[config.mk]
export PLATFORM = sky130hd
export DESIGN_NAME = display_feeder
export DESIGN_NICKNAME = d
export VERILOG_FILES = /design/src/rtl/display_feeder.sv
export SDC_FILE = /design/constraint.sdc
export NUM_CORES = 1
export LEC_CHECK = 0
export CAP_MARGIN = 0
export CORE_MARGIN = 5
export CORE_UTILIZATION = 50
export CTS_CLUSTER_SIZE = 30
export DETAILED_ROUTE_END_ITERATION = 8
export PLACE_DENSITY = 0.73
export SYNTH_ARGS = -nofsm -noshare
export SYNTH_HDL_FRONTEND = slang
export SYNTH_SLANG_ARGS = --single-unit
[constraint.sdc]
create_clock -name clk -period 4.9 [get_ports clk]
set_input_delay 1.47 -clock clk [delete_from_list [all_inputs] [get_ports clk]]
set_output_delay 1.47 -clock clk [all_outputs]
set_load 0.02 [all_outputs]
[src/rtl/display_feeder.sv]
`default_nettype none
// ============================================================================
// Module      : display_feeder
// Description : Takes 14-bit binary values from a write strobe. Saturates them
//               at 9999 and converts them to four BCD digits with a sequential
//               shift-add-3 converter. Hands each result to a downstream hex
//               display driver using a latch/busy handshake.
//               A one-entry pending buffer keeps only the most recent value.
//               Optional build macro DISPLAY_FEEDER_RATE_LIMIT_EN inserts a
//               GAP state of UPDATE_GAP idle clocks after each update.
// Ports       : clk        - system clock, rising edge
//               rst        - asynchronous active-high reset
//               value_wr   - one-cycle write strobe for value_in
//               value_in   - unsigned binary value to display
//               hex_busy   - busy flag from the downstream driver
//               data_latch - one-cycle update request to the driver
//               data_out   - {thousands, hundreds, tens, units} BCD digits
//               ovf        - data_out holds a saturated value
//               busy       - block is working or holds a pending value
// Revision    : 1.0 - initial release
// ============================================================================
module display_feeder #(
    parameter int UPDATE_GAP = 1000
) (
    input  logic        clk,
    input  logic        rst,
    input  logic        value_wr,
    input  logic [13:0] value_in,
    input  logic        hex_busy,
    output logic        data_latch,
    output logic [15:0] data_out,
    output logic        ovf,
    output logic        busy
);

    localparam logic [2:0] c_IDLE      = 3'd0;
    localparam logic [2:0] c_CONVERT   = 3'd1;
    localparam logic [2:0] c_WAIT_SINK = 3'd2;
    localparam logic [2:0] c_LATCH     = 3'd3;
    localparam logic [2:0] c_WAIT_ACK  = 3'd4;
    localparam logic [2:0] c_WAIT_DONE = 3'd5;
    localparam logic [2:0] c_GAP       = 3'd6;

    localparam logic [13:0] c_SAT_MAX   = 14'd9999;
    localparam logic [3:0]  c_CONV_LAST = 4'd13;   // 14 shift steps
    localparam logic [3:0]  c_ACK_LAST  = 4'd3;    // 4 cycles of ack wait

    logic [2:0]  r_state;
    logic        r_pending;
    logic [13:0] r_buf;
    logic [13:0] r_work;
    logic [15:0] r_bcd;
    logic        r_work_ovf;
    logic [3:0]  r_cnt;
    logic        r_data_latch;
    logic [15:0] r_data_out;
    logic        r_ovf;

    logic        w_load;
    logic [13:0] w_load_val;
    logic        w_load_sat;
    logic [15:0] w_bcd_adj;

`ifdef DISPLAY_FEEDER_RATE_LIMIT_EN
    localparam int c_GAP_CYCLES = (UPDATE_GAP < 1) ? 1 : UPDATE_GAP;
    localparam int c_GAP_W      = $clog2(c_GAP_CYCLES + 1);
    localparam logic [c_GAP_W-1:0] c_GAP_LAST = c_GAP_W'(c_GAP_CYCLES - 1);
    logic [c_GAP_W-1:0] r_gap;
`else
    logic w_unused_gap;
    assign w_unused_gap = (UPDATE_GAP > 0);
`endif

    // A pending value has priority over a same-cycle write; that write then
    // refills the buffer instead.
    assign w_load     = (r_state == c_IDLE) && (r_pending || value_wr);
    assign w_load_val = r_pending ? r_buf : value_in;
    assign w_load_sat = (w_load_val > c_SAT_MAX);

    // Add-3 correction applied to every digit >= 5 before each shift
    generate
        for (genvar g = 0; g < 4; g++) begin : g_digit
            assign w_bcd_adj[4*g +: 4] = (r_bcd[4*g +: 4] >= 4'd5) ?
                                         r_bcd[4*g +: 4] + 4'd3 :
                                         r_bcd[4*g +: 4];
        end
    endgenerate

    always_ff @(posedge clk or posedge rst) begin
        if (rst) begin
            r_state      <= c_IDLE;
            r_pending    <= 1'b0;
            r_buf        <= '0;
            r_work       <= '0;
            r_bcd        <= '0;
            r_work_ovf   <= 1'b0;
            r_cnt        <= '0;
            r_data_latch <= 1'b0;
            r_data_out   <= 16'h0000;
            r_ovf        <= 1'b0;
`ifdef DISPLAY_FEEDER_RATE_LIMIT_EN
            r_gap        <= '0;
`endif
        end else begin
            r_data_latch <= 1'b0;

            // Pending buffer: any write lands here, except the one case where
            // IDLE with an empty buffer takes the value straight into work.
            if (value_wr && !((r_state == c_IDLE) && !r_pending)) begin
                r_buf     <= value_in;
                r_pending <= 1'b1;
            end else if ((r_state == c_IDLE) && r_pending) begin
                r_pending <= 1'b0;
            end

            case (r_state)
                c_IDLE: begin
                    if (w_load) begin
                        r_work     <= w_load_sat ? c_SAT_MAX : w_load_val;
                        r_work_ovf <= w_load_sat;
                        r_bcd      <= '0;
                        r_cnt      <= '0;
                        r_state    <= c_CONVERT;
                    end
                end
                c_CONVERT: begin
                    r_bcd  <= {w_bcd_adj[14:0], r_work[13]};
                    r_work <= {r_work[12:0], 1'b0};
                    if (r_cnt == c_CONV_LAST) begin
                        r_state <= c_WAIT_SINK;
                    end else begin
                        r_cnt <= r_cnt + 4'd1;
                    end
                end
                c_WAIT_SINK: begin
                    if (!hex_busy) begin
                        r_data_out   <= r_bcd;
                        r_ovf        <= r_work_ovf;
                        r_data_latch <= 1'b1;
                        r_state      <= c_LATCH;
                    end
                end
                c_LATCH: begin
                    r_cnt   <= '0;
                    r_state <= c_WAIT_ACK;
                end
                c_WAIT_ACK: begin
                    // A driver that never acknowledges must not stall us
                    if (hex_busy || (r_cnt == c_ACK_LAST)) begin
                        r_state <= c_WAIT_DONE;
                    end else begin
                        r_cnt <= r_cnt + 4'd1;
                    end
                end
                c_WAIT_DONE: begin
                    if (!hex_busy) begin
`ifdef DISPLAY_FEEDER_RATE_LIMIT_EN
                        r_gap   <= '0;
                        r_state <= c_GAP;
`else
                        r_state <= c_IDLE;
`endif
                    end
                end
                c_GAP: begin
`ifdef DISPLAY_FEEDER_RATE_LIMIT_EN
                    if (r_gap == c_GAP_LAST) begin
                        r_state <= c_IDLE;
                    end else begin
                        r_gap <= r_gap + 1'b1;
                    end
`else
                    r_state <= c_IDLE;
`endif
                end
                default: r_state <= c_IDLE;
            endcase
        end
    end

    assign data_latch = r_data_latch;
    assign data_out   = r_data_out;
    assign ovf        = r_ovf;
    assign busy       = (r_state != c_IDLE) || r_pending;

endmodule
`default_nettype wire

# Word level (Yosys, flattened, before mapping)
# Index checks and enable logic that the tools add are counted.
classes:
  add_sub_neg: 5
  n_lt_le_gt_ge: 5
  n_eq_ne: 14
  muxes: 24
  bitwise_logic: 1
  n_reduce_logical: 19
ops:
  columns: ["op", "count"]
  rows:
  - ["2-to-1 mux 14 bit", 3]
  - ["one-hot mux 16 bit (2 select lines)", 1]
  - ["one-hot mux 14 bit (2 select lines)", 1]
  - ["2-to-1 mux 4 bit", 6]
  - ["2-to-1 mux 3 bit", 6]
  - ["one-hot mux 3 bit (6 select lines)", 1]
  - ["greater-or-equal comparator 4 x 3 -> 1 bit, second input constant", 4]
  - ["2-to-1 mux 16 bit", 1]
  - ["one-hot mux 4 bit (4 select lines)", 1]
  - ["greater-than comparator 14 bit, second input constant", 1]
  - ["!= test 2 bit, second input constant", 7]
  - ["adder 4 x 2 -> 4 bit, second input constant", 3]
  - ["equality test 3 x 2 -> 1 bit, second input constant", 2]
  - ["equality test 3 bit, second input constant", 2]
  - ["AND reduction 2 bit", 3]
  - ["AND reduction 5 bit", 1]
  - ["adder 4 x 1 -> 4 bit, second input constant", 1]
  - ["equality test 4 x 2 -> 1 bit, second input constant", 1]
  - ["equality test 4 bit, second input constant", 1]
  - ["logical AND 1 bit", 4]
  - ["2-to-1 mux 1 bit", 4]
  - ["AND reduction 4 bit", 1]
  - ["nonzero test 2 bit", 2]
  - ["nonzero test 4 bit", 1]
  - ["7 further kinds", 10]
word_totals:
  ff_bits: 71
  input_bits: 18
  output_inout_bits: 19
  elab_cells: 78

# Longest topological paths before layout
depth:
  depth_word: 5
  mapped_depth: 7
  depth_no_buf: 6

# Worst setup path before layout
# Ideal clock, no wire load.
synth_path:
  path_type: "register to output"
  start: "reg r_state[2]"
  end: "out busy"
  arrival_ns: 1.245
  t_required_ns: 3.430
  setup_slack_ns: 2.185
  path_stages_with_launch: 5
  n_path_buf: 2
  path_cell_list: "dfrtp_1 > buf_6 > or3_1 > buf_6 > or2_4"
synth_via:
  elab_chain_cells: 2
synth_rtl:
  columns: ["item", "line", "source"]
  rows:
  - ["from (decl)", "48", "logic [2:0] r_state;"]
  - ["from (signal assigned)", "91", "r_state <= c_IDLE;"]
  - ["from (signal assigned)", "123", "r_state <= c_CONVERT;"]
  - ["from (signal assigned)", "130", "r_state <= c_WAIT_SINK;"]
  - ["nonzero test 3 bit", "184", "assign busy = (r_state != c_IDLE) || r_pending;"]
  - ["logical OR 1 bit", "184", null]
  - ["to (decl)", "33", "output logic busy"]
# Every way passes these cells.

# Final worst setup path
# Same ends and word-level chain as after synthesis.

==> reports/qor.yml <==
design.core.area_sq_um: 7210
ios: 37
highest_layer: "met4"
die_width_um: 96.0
area_growth_pct: 15.4
placementRows: 31
wl_met3_um: 207
finalSetupTns_ns: 0
hpwlAfterDp_um: 4580
startpoint_type: "register"
tightest_slew_ns: 0.820
grt_max_degree: 43
timing.rr.end: "r_bcd[7]"
ctsHtreeMaxLevel: 3
final_area_sq_um: 4270
power.leakage_nw: 1.87
hold_path.class: "register to register"
met2_length_um: 3100
grtUsageTotal_pct: 15.9
netlist_area_sq_um: 3700
yosysWarnings: 0
hold_viol_final: 0
p_comb_share_pct: 44.9
drv_slew: 0
irDropWorstVdd_uv: 227
cts_tree: "yes"
cts_max_path_buffers: 2
vias: 2557
seqPwrFrac_pct: 38.6
drive_gt1_share_pct: 21.6
p_int_mw: 1.47
slew_headroom_pct: 45.4
path_max_fanout: 16
cts.sinks: 71
hold_start: "r_work[12]"
drc: 0
switching_power_uw: 949
fin_skew_ns: 0.00858
worstPathArrival_ns: 2.27
synthCells: 328
cts_hold_buffers: 0
drt_first_pass_iters: 4
gp_congestion: 0.820
antennaDiodeCount: 0
synth_fp_nets: 356
critPathCaptureType: "output port"
wl_um: 6630
rsz0062_at_grt: "false"
setup_viol: 0
synth_seq_cells: 71
start_util_pct: 51.2
postPlaceCellArea_sq_um: 4100
power_density_nw_per_um2: 567
holdPathStages: 2
post-route-min-period_ns: 3.74
ys_types: 54
status: "finished clean"
r2r-start: "r_state[2]"
rr_worst_depth: 4
grt_pass1_vias: 2476
power_mw: 2.42
clkPwrFrac_pct: 16.5
antenna_found_initial: 0
synth.avg_cell_area_sq_um: 11.3
cts_resized: 0
finalNetCount: 388
drtIter0Drc: 114
routedWlPerCell_um: 14.3
fin_crit_sh_pct: 76.4
hold-path-endpoint: "r_work[13]"
critical_path_class: "register to output port"
swShare_pct: 39.2
synth_edf_count: 0
cts_setup_buffers: 0
max_freq_ghz: 0.267
numPortBuffers: 36
synth-seq-area-share_pct: 48.1
globalRouteOverflowTotal: 0
maxCapViolCount: 0
dieArea_sq_um: 9210
grt_pass1_wl_um: 11400
cts_buffers: 9
cp_data_required_time_ns: 3.43
clock_latency_ns: 0.35
cts_root_buf: "clkbuf_8"
vias_per_cell: 5.51
reg2reg_slack_ns: 2.59
met1Wirelength_um: 3230
final_antenna_net_count: 0
synthArstFlopShare_pct: 100
clk_pin_slew_ns: 0.07
synthFlopType: "dfrtp_1"
die_y_um: 96.0
Yosys cell counts (2+ instances only):
cell type,number,area (sq um)
dfrtp_1,71,1780
a211oi_1,6,45.0
nor3_1,2,10.0
xnor2_1,4,35.0
a2bb2oi_1,4,35.0
o21ai_1,4,20.0
or2_2,2,12.5
ha_1,10,125
mux2_2,44,495
a21oi_1,12,60.1
or3_1,3,18.8
xor2_1,3,26.3
o2bb2ai_1,5,43.8
or3b_2,2,17.5
a211o_1,4,35.0
o31ai_1,6,45.0
o22ai_1,9,56.3
a31oi_1,5,31.3
o21ai_0,12,60.1
nand2_1,23,86.3
o32ai_1,3,26.3
a32o_1,4,40.0
nor2b_1,4,25.0
buf_6,2,22.5
inv_1,12,45.0
buf_4,2,15.0
mux2i_1,10,100
nor2_1,15,56.3
a2111oi_0,2,17.5
nand2b_1,4,25.0
clkbuf_1,8,30.0
buf_2,8,40.0
o21a_1,2,15.0
area by class of cell:
class,instances,area [sq um]
fill,628,2950
sequential,71,1780
multi-input combinational,224,1750
timing repair buffer,42,405
clock buffer,9,124
tap,99,124
inverter,12,45.0
clock inverter,7,40.0
critical path, cell delays in order (launching register included):
cell	delay (ns)
dfrtp_1	0.56
or3_1	0.55
or2_4	0.29
clkdlybuf4s50_1	0.54
placed cells by master, fill, tap and decap left out, types with 5 or more instances in the layout:
cell type and instances:
mux2i_1 10, ha_1 10, o31ai_1 6, a31oi_1 5, a21oi_1 12, buf_4 6, dfrtp_1 71, inv_1 11
clkdlybuf4s50_1 36, nor2_1 15, mux2_2 44, clkinv_2 5, nand2_1 23, a211oi_1 6, o22ai_1 9, o2bb2ai_1 5
o21ai_0 12, clkbuf_8 9
how the worst max path moves through the flow:
| stage | start | end | slack [ns] |
|---|---|---|---|
| after floorplan | rst | data_latch | 1.63 |
| after global placement | r_state[2] | busy | 1.56 |
| after detailed placement | r_state[2] | busy | 1.53 |
| after CTS | r_state[2] | busy | 1.15 |
| after global routing | r_state[2] | busy | 1.09 |
| final | r_state[2] | busy | 1.16 |
logic make-up after synthesis:
logic type / count (synthesis) / share of synthesized area (%)
AO/OA/AOI/OAI: 83 / 15.8
XOR/XNOR: 7 / 1.66
adder cells (fa/ha/maj): 11 / 3.66
buffers and inverters: 33 / 4.54
flip-flops: 71 / 48.1
multiplexers: 54 / 16.1
AND/OR/NAND/NOR: 69 / 10.2
registers in the layout, summed over array words and instances (netlist names):
signal      flops
ovf             1
r_pending       1
r_state         3
data_out       16
r_work_ovf      1
r_bcd          16
r_buf          14
data_latch      1
r_work         14
r_cnt           4
per-layer routing:
metal	track usage [%]	vias to the layer above
met5	0	-
met1	21.0	1243
met2	25.2	32
met4	7.58	0
li1	-	1274
met3	2.97	8
power by group through the flow:
stage	Clock, mW	Combinational [mW]	Sequential, mW
2_1_floorplan	0	0.902	0.908
3_3_place_gp	0	1.06	0.934
3_5_place_dp	0	1.09	0.943
4_1_cts	0.411	1.10	0.932
5_1_grt	0.433	1.23	0.961
6_report	0.400	1.09	0.934
stage by stage:
| step | worst slack, ns | instances | hold WS (ns) | utilization (%) |
|---|---|---|---|---|
| 2_1_floorplan | 1.63 | 328 | 0.444 | - |
| 3_3_place_gp | 1.56 | 448 | 0.468 | 56.9 |
| 4_1_cts | 1.15 | 464 | 0.494 | 59.1 |
| 6_report | 1.16 | 464 | 0.490 | 59.1 |
| 3_5_place_dp | 1.53 | 448 | 0.479 | 56.9 |
| 5_1_grt | 1.09 | 464 | 0.528 | 59.1 |
(Power assumes the default switching activity.)
